File: src/rtl/gray_mon_pkg.sv
`default_nettype none
// +----------------------------------------------------------------------------+
// | Module   : gray_mon_pkg                                                    |
// | Brief    : Shared types and step classification for gray_seq_monitor.      |
// | Revision : 1.0 - initial release                                           |
// +----------------------------------------------------------------------------+
package gray_mon_pkg;

    typedef enum logic [0:0] {
        ACQ   = 1'b0,
        TRACK = 1'b1
    } mon_state_e;

    typedef enum logic [1:0] {
        STEP_UP   = 2'd0,
        STEP_DOWN = 2'd1,
        STEP_HOLD = 2'd2,
        STEP_BAD  = 2'd3
    } step_e;

    localparam int C_MAX_WIDTH = 32;

    // Classifies cur relative to prev modulo 2^width, so wrap-around counts as a legal step.
    function automatic step_e classify_step(
        input logic [C_MAX_WIDTH-1:0] prev,
        input logic [C_MAX_WIDTH-1:0] cur,
        input int                     width
    );
        logic [C_MAX_WIDTH-1:0] mask;
        logic [C_MAX_WIDTH-1:0] diff;
        mask = (width >= C_MAX_WIDTH) ? '1
                                      : ((C_MAX_WIDTH'(1) << width) - C_MAX_WIDTH'(1));
        diff = (cur - prev) & mask;
        if (diff == C_MAX_WIDTH'(1))
            return STEP_UP;
        else if (diff == mask)
            return STEP_DOWN;
        else if (diff == '0)
            return STEP_HOLD;
        else
            return STEP_BAD;
    endfunction

endpackage
`default_nettype wire

File: src/rtl/gray2bin.sv
`default_nettype none
// +----------------------------------------------------------------------------+
// | Module   : gray2bin                                                        |
// | Brief    : Combinational Gray-to-binary converter, WIDTH bits.             |
// | Revision : 1.0 - initial release                                           |
// +----------------------------------------------------------------------------+
module gray2bin #(
    parameter int WIDTH = 4
) (
    input  logic [WIDTH-1:0] g,
    output logic [WIDTH-1:0] b
);

    // Each binary bit is the parity of all Gray bits at or above it.
    for (genvar i = 0; i < WIDTH; i++) begin : g_bit
        assign b[i] = ^g[WIDTH-1:i];
    end

endmodule
`default_nettype wire

File: src/rtl/gray_seq_monitor.sv
`default_nettype none
// +----------------------------------------------------------------------------+
// | Module   : gray_seq_monitor                                                |
// | Brief    : Gray-code stream checker: converts to binary, locks onto an     |
// |            up/down count and flags illegal steps. Define                   |
// |            GRAY_MON_HOLD_ERR_EN to treat a repeated value while locked     |
// |            as an error (free-running sources). WIDTH must be 2..32.        |
// | Revision : 1.0 - initial release                                           |
// +----------------------------------------------------------------------------+
module gray_seq_monitor
    import gray_mon_pkg::*;
#(
    parameter int WIDTH      = 4,
    parameter int LOCK_COUNT = 2,
    parameter int ERR_CNT_W  = 8
) (
    input  logic                 clk,
    input  logic                 rst,
    input  logic [WIDTH-1:0]     g_in,
    input  logic                 g_valid,
    output logic [WIDTH-1:0]     bin_out,
    output logic                 bin_valid,
    output logic                 locked,
    output logic                 dir,
    output logic                 step_err,
    output logic [ERR_CNT_W-1:0] err_count
);

`ifdef GRAY_MON_HOLD_ERR_EN
    localparam logic C_HOLD_IS_ERR = 1'b1;
`else
    localparam logic C_HOLD_IS_ERR = 1'b0;
`endif

    mon_state_e           state_q;
    logic [WIDTH-1:0]     prev_q;
    logic                 have_prev_q;
    logic                 cand_dir_q;
    logic [3:0]           match_cnt_q;
    logic [WIDTH-1:0]     bin_out_q;
    logic                 bin_valid_q;
    logic                 locked_q;
    logic                 dir_q;
    logic                 step_err_q;
    logic [ERR_CNT_W-1:0] err_count_q;

    logic [WIDTH-1:0]     w_bin;
    step_e                w_step;
    logic                 w_step_up;
    logic                 w_is_move;
    logic [3:0]           match_cnt_d;
    logic                 w_lock;
    logic                 w_track_err;
    logic [ERR_CNT_W-1:0] err_count_d;

    gray2bin #(
        .WIDTH (WIDTH)
    ) u_gray2bin (
        .g (g_in),
        .b (w_bin)
    );

    assign w_step    = classify_step(C_MAX_WIDTH'(prev_q), C_MAX_WIDTH'(w_bin), WIDTH);
    assign w_step_up = (w_step == STEP_UP);
    assign w_is_move = (w_step == STEP_UP) || (w_step == STEP_DOWN);

    // A zero match count means no candidate direction is established yet.
    assign match_cnt_d = ((match_cnt_q != 4'd0) && (w_step_up == cand_dir_q))
                         ? match_cnt_q + 4'd1 : 4'd1;
    assign w_lock      = (match_cnt_d >= 4'(LOCK_COUNT));

    assign w_track_err = (w_step == STEP_BAD)
                      || (w_is_move && (w_step_up != dir_q))
                      || ((w_step == STEP_HOLD) && C_HOLD_IS_ERR);

    assign err_count_d = (err_count_q == '1) ? err_count_q
                                             : err_count_q + ERR_CNT_W'(1);

    always_ff @(posedge clk) begin
        if (!rst) begin
            state_q     <= ACQ;
            prev_q      <= '0;
            have_prev_q <= 1'b0;
            cand_dir_q  <= 1'b0;
            match_cnt_q <= 4'd0;
            bin_out_q   <= '0;
            bin_valid_q <= 1'b0;
            locked_q    <= 1'b0;
            dir_q       <= 1'b0;
            step_err_q  <= 1'b0;
            err_count_q <= '0;
        end else begin
            bin_valid_q <= 1'b0;
            step_err_q  <= 1'b0;
            if (g_valid) begin
                bin_out_q   <= w_bin;
                bin_valid_q <= 1'b1;
                prev_q      <= w_bin;
                have_prev_q <= 1'b1;
                if (have_prev_q) begin
                    case (state_q)
                        ACQ: begin
                            if (w_is_move) begin
                                cand_dir_q  <= w_step_up;
                                match_cnt_q <= match_cnt_d;
                                if (w_lock) begin
                                    state_q  <= TRACK;
                                    locked_q <= 1'b1;
                                    dir_q    <= w_step_up;
                                end
                            end else if (w_step == STEP_BAD) begin
                                match_cnt_q <= 4'd0;
                            end
                        end
                        TRACK: begin
                            if (w_track_err) begin
                                step_err_q  <= 1'b1;
                                err_count_q <= err_count_d;
                                state_q     <= ACQ;
                                locked_q    <= 1'b0;
                                match_cnt_q <= 4'd0;
                            end
                        end
                    endcase
                end
            end
        end
    end

    assign bin_out   = bin_out_q;
    assign bin_valid = bin_valid_q;
    assign locked    = locked_q;
    assign dir       = dir_q;
    assign step_err  = step_err_q;
    assign err_count = err_count_q;

endmodule
`default_nettype wire

File: config.mk
export PLATFORM = sky130hd
export DESIGN_NAME = gray_seq_monitor
export DESIGN_NICKNAME = d
export VERILOG_FILES = /design/src/rtl/gray_mon_pkg.sv /design/src/rtl/gray2bin.sv /design/src/rtl/gray_seq_monitor.sv
export SDC_FILE = /design/constraint.sdc
export NUM_CORES = 1
export LEC_CHECK = 0
export ABC_CLOCK_PERIOD_IN_PS = 4400
export CAP_MARGIN = 20
export CORE_ASPECT_RATIO = 0.9
export CORE_MARGIN = 5
export CORE_UTILIZATION = 45
export CTS_CLUSTER_DIAMETER = 40
export DETAILED_ROUTE_END_ITERATION = 16
export PLACE_DENSITY = 0.69
export SYNTH_ARGS = -nofsm -noshare
export SYNTH_HDL_FRONTEND = slang
export SYNTH_SLANG_ARGS = --single-unit
File: constraint.sdc
create_clock -name clk -period 4.4 [get_ports clk]
set_input_delay 1.32 -clock clk [delete_from_list [all_inputs] [get_ports clk]]
set_output_delay 1.32 -clock clk [all_outputs]
set_load 0.05 [all_outputs]
==> qor.txt, run 1 <==
================================================================================
Number of placed instances with taps included                                244
Portion of total power attributed to the clock network                     0.212
Count of pins over their slew limit                                            0
Unrepaired setup endpoints after global routing                               no
Synth top cells by count                                            sky130_fd_sc_hd__dfxtp_1, sky130_fd_sc_hd__nor2_1, sky130_fd_sc_hd__nand2_1
Combined global-route utilization of all metal layers                      0.167
Pwr per Cell Area                                                     268 nW/um2
Number of warning messages in the yosys log                                    0
Final Net Count                                                              221
Dpl cell area                                                           1720 um2
Post-Synthesis Mean Instance Area                                       7.97 um2
Number of buffers inserted to repair setup after CTS                           0
Hold Path Class                                                          reg2reg
Peak ir drop on the vdd network                                           159 uV
Share of Yosys cell area claimed by the top area cell type                 0.328
Layout Skew                                                              13.4 ps
Setup slack, reg-to-reg                                                  1860 ps
Run status                                                          finished, final reports clean
Switching fraction of total power                                          0.343
Die Span Y                                                               63.0 um
Switching power                                                         0.161 mW
Number of placed I/O pins                                                     23
CTS Hold Bufs                                                                  0
Antenna Diode Count                                                            0
Share of power burned in combinational logic                               0.322
Wire per inst                                                            13.8 um
Pre-CTS setup slack                                                     -44.2 ps
Worst-path maximum fanout                                                      4
Total design power                                                      0.469 mW
Number of max-capacitance violations reported                                  0
DRT antenna net count                                                          0
Most used flip-flop cell after synthesis                            sky130_fd_sc_hd__dfxtp_1
Width of the die                                                         68.9 um
CTS tree                                                                     yes
Final Core Density                                                         0.579
Fraction of final layout cells with drive strength greater than 1         0.0825
Total number of H-tree levels                                                  1
Part of the Yosys area used for sequential elements                        0.328
Count of non-filler cells in the finished layout                             248
Crit end category                                                       register
Slew margin rel.                                                           0.636
Post-synthesis cell area                                                1400 um2
DRC violation count after routing                                              0
Shortest clock period the worst path allows after layout                 4120 ps
Router iterations before antenna repair                                        4
Leading post-synthesis cells by cell area                           sky130_fd_sc_hd__dfxtp_1, sky130_fd_sc_hd__nor2_1, sky130_fd_sc_hd__ha_1
Full die area                                                           4340 um2
Area added between synthesis and finish                                    24.7%
Antenna violations before repair                                               0
Async set or reset register ratio after synthesis                              0
Post-synth EDFFs                                                               0
Setup WS post-layout                                                      282 ps
Maximum number of pins on one net before global-route repair                  17
Clock Tree Buf Depth                                                           2
CTS Buf Count                                                                  3
Final HPWL from detailed placement                                       2630 um
Net count after synthesis                                                    190
Wire length of the first global-routing pass                             5820 um
Highest clock rate                                                     0.243 GHz
Total number of vias                                                        1358
Count of input and output buffers                                             22
Static Leakage                                                          0.633 nW
Post-Layout Inst Area                                                   1750 um2
Multi-input gate area                                                    876 um2
Clk Tree Root Cell                                                  sky130_fd_sc_hd__clkbuf_4
Number of sinks on the clock net                                              23
# resized after CTS                                                            0
Most common cell in the netlist                                     sky130_fd_sc_hd__dfxtp_1
Area of the core                                                        3020 um2
Cell-internal power                                                     0.309 mW
Post-synthesis register bit count                                             23
Filler Cell Count                                                            304
Setup CP Type                                                             in2reg
Vias in the first global route                                              1271
Area leader, netlist                                                sky130_fd_sc_hd__dfxtp_1
Setup TNS                                                                   0 ps
Initial detailed-routing violation count                                      74
Worst Setup Start Kind                                                 input pin
Worst-skew pair later-pin latency                                         310 ps
CP required                                                              4670 ps
Number of different library cells in the post-synthesis netlist               42
Sequential cell area                                                     460 um2
Post-synthesis cell count                                                    176
Via density per instance                                                    5.48
Hold violation total from the final report                                     0
Cell row count                                                                19
Drt total wl                                                             3410 um
Crit path arrival time                                                   4390 ps
Routability congestion estimate from global placement                      0.871
Initial Util                                                               0.465
Transition at the pin with the smallest max-transition slack              540 ps
Total setup violations reported at the end of the flow                         0
Reg clk slew, reported paths                                              140 ps
Final clock period utilization by the worst path                           0.936
Min Hold Slack                                                            492 ps
Global-route congestion overflow total                                         0
Sequential share of power                                                  0.466
================================================================================
## cell families (layout without fill, tap and decap cells)
family                   Yosys count  in the layout  share of synthesized area
flip-flops                        23             23                      0.328
buffers and inverters             17             47                     0.0473
XOR/XNOR                           9              9                     0.0616
multiplexers                       5              5                     0.0357
adder cells (fa/ha/maj)            7              7                     0.0678
AO/OA/AOI/OAI                     37             37                      0.173
AND/OR/NAND/NOR                   78             78                      0.286
## critical path, stage by stage
cell and delay [ps]:
sky130_fd_sc_hd__clkdlybuf4s50_1 440, sky130_fd_sc_hd__xnor2_1 250, sky130_fd_sc_hd__xnor2_1 190, sky130_fd_sc_hd__xnor2_1 170, sky130_fd_sc_hd__ha_1 230, sky130_fd_sc_hd__fa_1 480, sky130_fd_sc_hd__inv_1 110, sky130_fd_sc_hd__nor2_1 70
sky130_fd_sc_hd__buf_4 140, sky130_fd_sc_hd__a41o_1 250, sky130_fd_sc_hd__or3_4 360, sky130_fd_sc_hd__a311oi_1 240, sky130_fd_sc_hd__o21a_1 150
## layout make-up
type,instances,share of cell area
clock inverter,1,0.00286
sequential,23,0.263
inverter,12,0.0258
clock buffer,3,0.0129
tap,42,0.0300
multi-input combinational,136,0.501
timing repair buffer,31,0.165
## sequential cells by signal, indices dropped and copies added, names as in the netlist
signal and flops:
err_count 8, bin_out 4, match_cnt_q 4, bin_valid 1, cand_dir_q 1, dir 1
have_prev_q 1, locked 1, state_q 1, step_err 1
## power groups by stage
stage	sequential [mW]	clock (mW)	combinational, mW
after detailed placement	0.223	0	0.149
after global routing	0.220	0.115	0.165
final	0.219	0.0994	0.151
after floorplan	0.234	0	0.0900
after CTS	0.219	0.104	0.150
after global placement	0.223	0	0.144
## metal layers
layer	vias to the layer above	share of wire	track usage
met5	-	0	0
met4	0	0.0067	0.0341
met3	4	0.033	0.0234
met2	31	0.48	0.270
met1	630	0.48	0.232
li1	693	-	-
## final timing paths
path	start	to	depth (start not counted)
min reg2reg	locked	locked	2
min	locked	locked	2
max reg2reg	bin_out[2]	match_cnt_q[0]	9
max	g_in[3]	match_cnt_q[0]	13
## cell usage in the layout, fill, tap and decap left out, types with 6 or more instances in the layout
master                            count
sky130_fd_sc_hd__buf_4                9
sky130_fd_sc_hd__dfxtp_1             23
sky130_fd_sc_hd__nand4_1              7
sky130_fd_sc_hd__clkdlybuf4s50_1     22
sky130_fd_sc_hd__nor2_1              22
sky130_fd_sc_hd__ha_1                 6
sky130_fd_sc_hd__a21oi_1             11
sky130_fd_sc_hd__inv_1               12
sky130_fd_sc_hd__nor3_1               7
sky130_fd_sc_hd__o21ai_0              6
sky130_fd_sc_hd__nand2_1             13
sky130_fd_sc_hd__nand3_1             10
No activity file was read; power rests on OpenSTA's default activity.
==> run 2, diff against run 1 <==
CORE_UTILIZATION = 35   (was 45)
PLACE_DENSITY = default   (was 0.69)
==> qor.txt, run 2 (same netlist as run 1, synthesis figures left out) <==
==================================================================================
Slowest cell on the critical path                                     sky130_fd_sc_hd__or4_1
Worst-skew pair later-pin latency                                           270 ps
Worst Setup Start Kind                                                   input pin
Antenna violations before repair                                                 0
Switching power                                                           0.170 mW
Global-route congestion overflow total                                           0
Cell row count                                                                  21
Initial detailed-routing violation count                                        34
CTS tree                                                                       yes
Dpl cell area                                                             1710 um2
Setup CP Type                                                               in2reg
Cell seen most often among critical-path stages                       sky130_fd_sc_hd__xnor2_2
Crit path arrival time                                                     4280 ps
DRT antenna net count                                                            0
Count of input and output buffers                                               22
CP required                                                                4600 ps
Setup TNS                                                                     0 ps
Total number of vias                                                          1342
Buf/Inv on CP                                                                    2
Routability congestion estimate from global placement                        0.842
Worst-path maximum fanout                                                        5
Number of sinks on the clock net                                                23
Combined global-route utilization of all metal layers                        0.134
Total setup violations reported at the end of the flow                           0
Router iterations before antenna repair                                          4
Top library cells by usage in the layout, fill and taps aside         sky130_fd_sc_hd__dfxtp_1, sky130_fd_sc_hd__nor2_1, sky130_fd_sc_hd__clkdlybuf4s50_1, sky130_fd_sc_hd__nand2_1, sky130_fd_sc_hd__inv_1
CTS Buf Count                                                                    3
Flip-flop count of the largest register, all copies and words added              8
Transition at the pin with the smallest max-transition slack                549 ps
Width of the die                                                           76.7 um
Start point of the critical path                                           g_in[3]
Peak ir drop on the vdd network                                             173 uV
Startpoint of the most critical hold path                              have_prev_q
Die Span Y                                                                 70.1 um
Portion of total power attributed to the clock network                       0.273
Layout Skew                                                                2.45 ps
Number of max-capacitance violations reported                                    0
Drt total wl                                                               3480 um
Via density per instance                                                      5.37
Fraction of final layout cells with drive strength greater than 1           0.0980
Multi-input gate area                                                      908 um2
Unrepaired setup endpoints after global routing                                 no
Hold Path Class                                                            reg2reg
Wire length of the first global-routing pass                               6040 um
Final HPWL from detailed placement                                         2680 um
Sequential share of power                                                    0.431
Slowest stage delay, CP                                                     560 ps
Reg clk slew, reported paths                                                 90 ps
Area of the core                                                          3780 um2
Maximum number of pins on one net before global-route repair                    17
Final Net Count                                                                219
Sequential cell area                                                       460 um2
Cell-internal power                                                       0.336 mW
Kind of cell adding the most delay to the critical path               simple AND/OR/NAND/NOR gates
Pwr per Cell Area                                                       283 nW/um2
Number of buffers inserted to repair setup after CTS                             0
# resized after CTS                                                              0
Clk Tree Root Cell                                                    sky130_fd_sc_hd__clkbuf_8
Run status                                                            finished, final reports clean
Shortest clock period the worst path allows after layout                   4080 ps
Vias in the first global route                                                1342
Post-Layout Inst Area                                                     1790 um2
Static Leakage                                                            0.646 nW
Share of power burned in combinational logic                                 0.295
Slew margin rel.                                                             0.633
CTS Hold Bufs                                                                    0
Initial Util                                                                 0.371
Total number of H-tree levels                                                    1
Filler Cell Count                                                              379
Wire per inst                                                              13.9 um
DRC violation count after routing                                                0
Clock Tree Buf Depth                                                             2
Hold violation total from the final report                                       0
Switching fraction of total power                                            0.335
Full die area                                                             5380 um2
Worst r2r src                                                           bin_out[2]
Highest clock rate                                                       0.245 GHz
Antenna Diode Count                                                              0
Crit end category                                                         register
Final clock period utilization by the worst path                             0.928
Count of pins over their slew limit                                              0
Cell-by-cell trace of the critical path                               clkdlybuf4s50_1 > xnor2_2 > xnor2_2 > xnor2_1 > ha_1 > fa_2 > inv_1 > nor2_1 > o221ai_1 > nand4_1 > or4_1 > a21oi_1
Commonest non-fill, non-tap cell in the layout                        sky130_fd_sc_hd__dfxtp_1
Number of placed I/O pins                                                       23
Area added between synthesis and finish                                      27.7%
==================================================================================
## run 2: worst reg2reg max path, cell delays in order, from the launching register on
cell and delay (ps):
sky130_fd_sc_hd__dfxtp_1 360, sky130_fd_sc_hd__inv_1 50, sky130_fd_sc_hd__ha_1 410, sky130_fd_sc_hd__a21oi_1 270, sky130_fd_sc_hd__a21oi_1 160, sky130_fd_sc_hd__o221ai_1 250, sky130_fd_sc_hd__nand4_1 260, sky130_fd_sc_hd__or4_1 560
sky130_fd_sc_hd__a21oi_1 150
## run 2: path summary, 6_finish.rpt
kind	end	slack (ps)	cells after the start
worst max-delay path	err_count[7]	320	12
worst min-delay path	have_prev_q	500	2
worst min register to register	have_prev_q	500	2
worst max register to register	err_count[7]	1870	8
## run 2: metrics by stage
step | util | instances | power [mW] | setup WS [ps] | hold slack, ps
final | 0.473 | 250 | 0.506 | 318 | 500
after global routing | 0.473 | 250 | 0.537 | 90.8 | 534
after CTS | 0.465 | 250 | 0.503 | 167 | 488
after detailed placement | 0.452 | 246 | 0.364 | -126 | 473
after global placement | 0.452 | 246 | 0.360 | 50.9 | 462
after floorplan | - | 176 | 0.324 | 648 | 449
## run 2: power groups by stage
stage / Sequential (mW) / Clock, mW / Combinational (mW)
floorplan: 0.234 / 0 / 0.0900
global placement: 0.223 / 0 / 0.138
detailed placement: 0.223 / 0 / 0.141
CTS: 0.218 / 0.144 / 0.141
global route: 0.219 / 0.150 / 0.168
finish: 0.218 / 0.138 / 0.149
## run 2: per-layer routing
layer,share of wire,GRT usage,vias up
li1,-,-,688
met1,0.47,0.170,616
met2,0.46,0.221,34
met3,0.053,0.0321,4
met4,0.012,0.0485,0
met5,0,0,-
## run 2: cell type report
| class | instances | area share |
|---|---|---|
| Timing Repair Buffer | 29 | 0.152 |
| Multi-Input combinational cell | 136 | 0.507 |
| Clock buffer | 3 | 0.0231 |
| Inverter | 12 | 0.0252 |
| Sequential cell | 23 | 0.257 |
| Clock inverter | 1 | 0.00280 |
| Tap cell | 46 | 0.0321 |
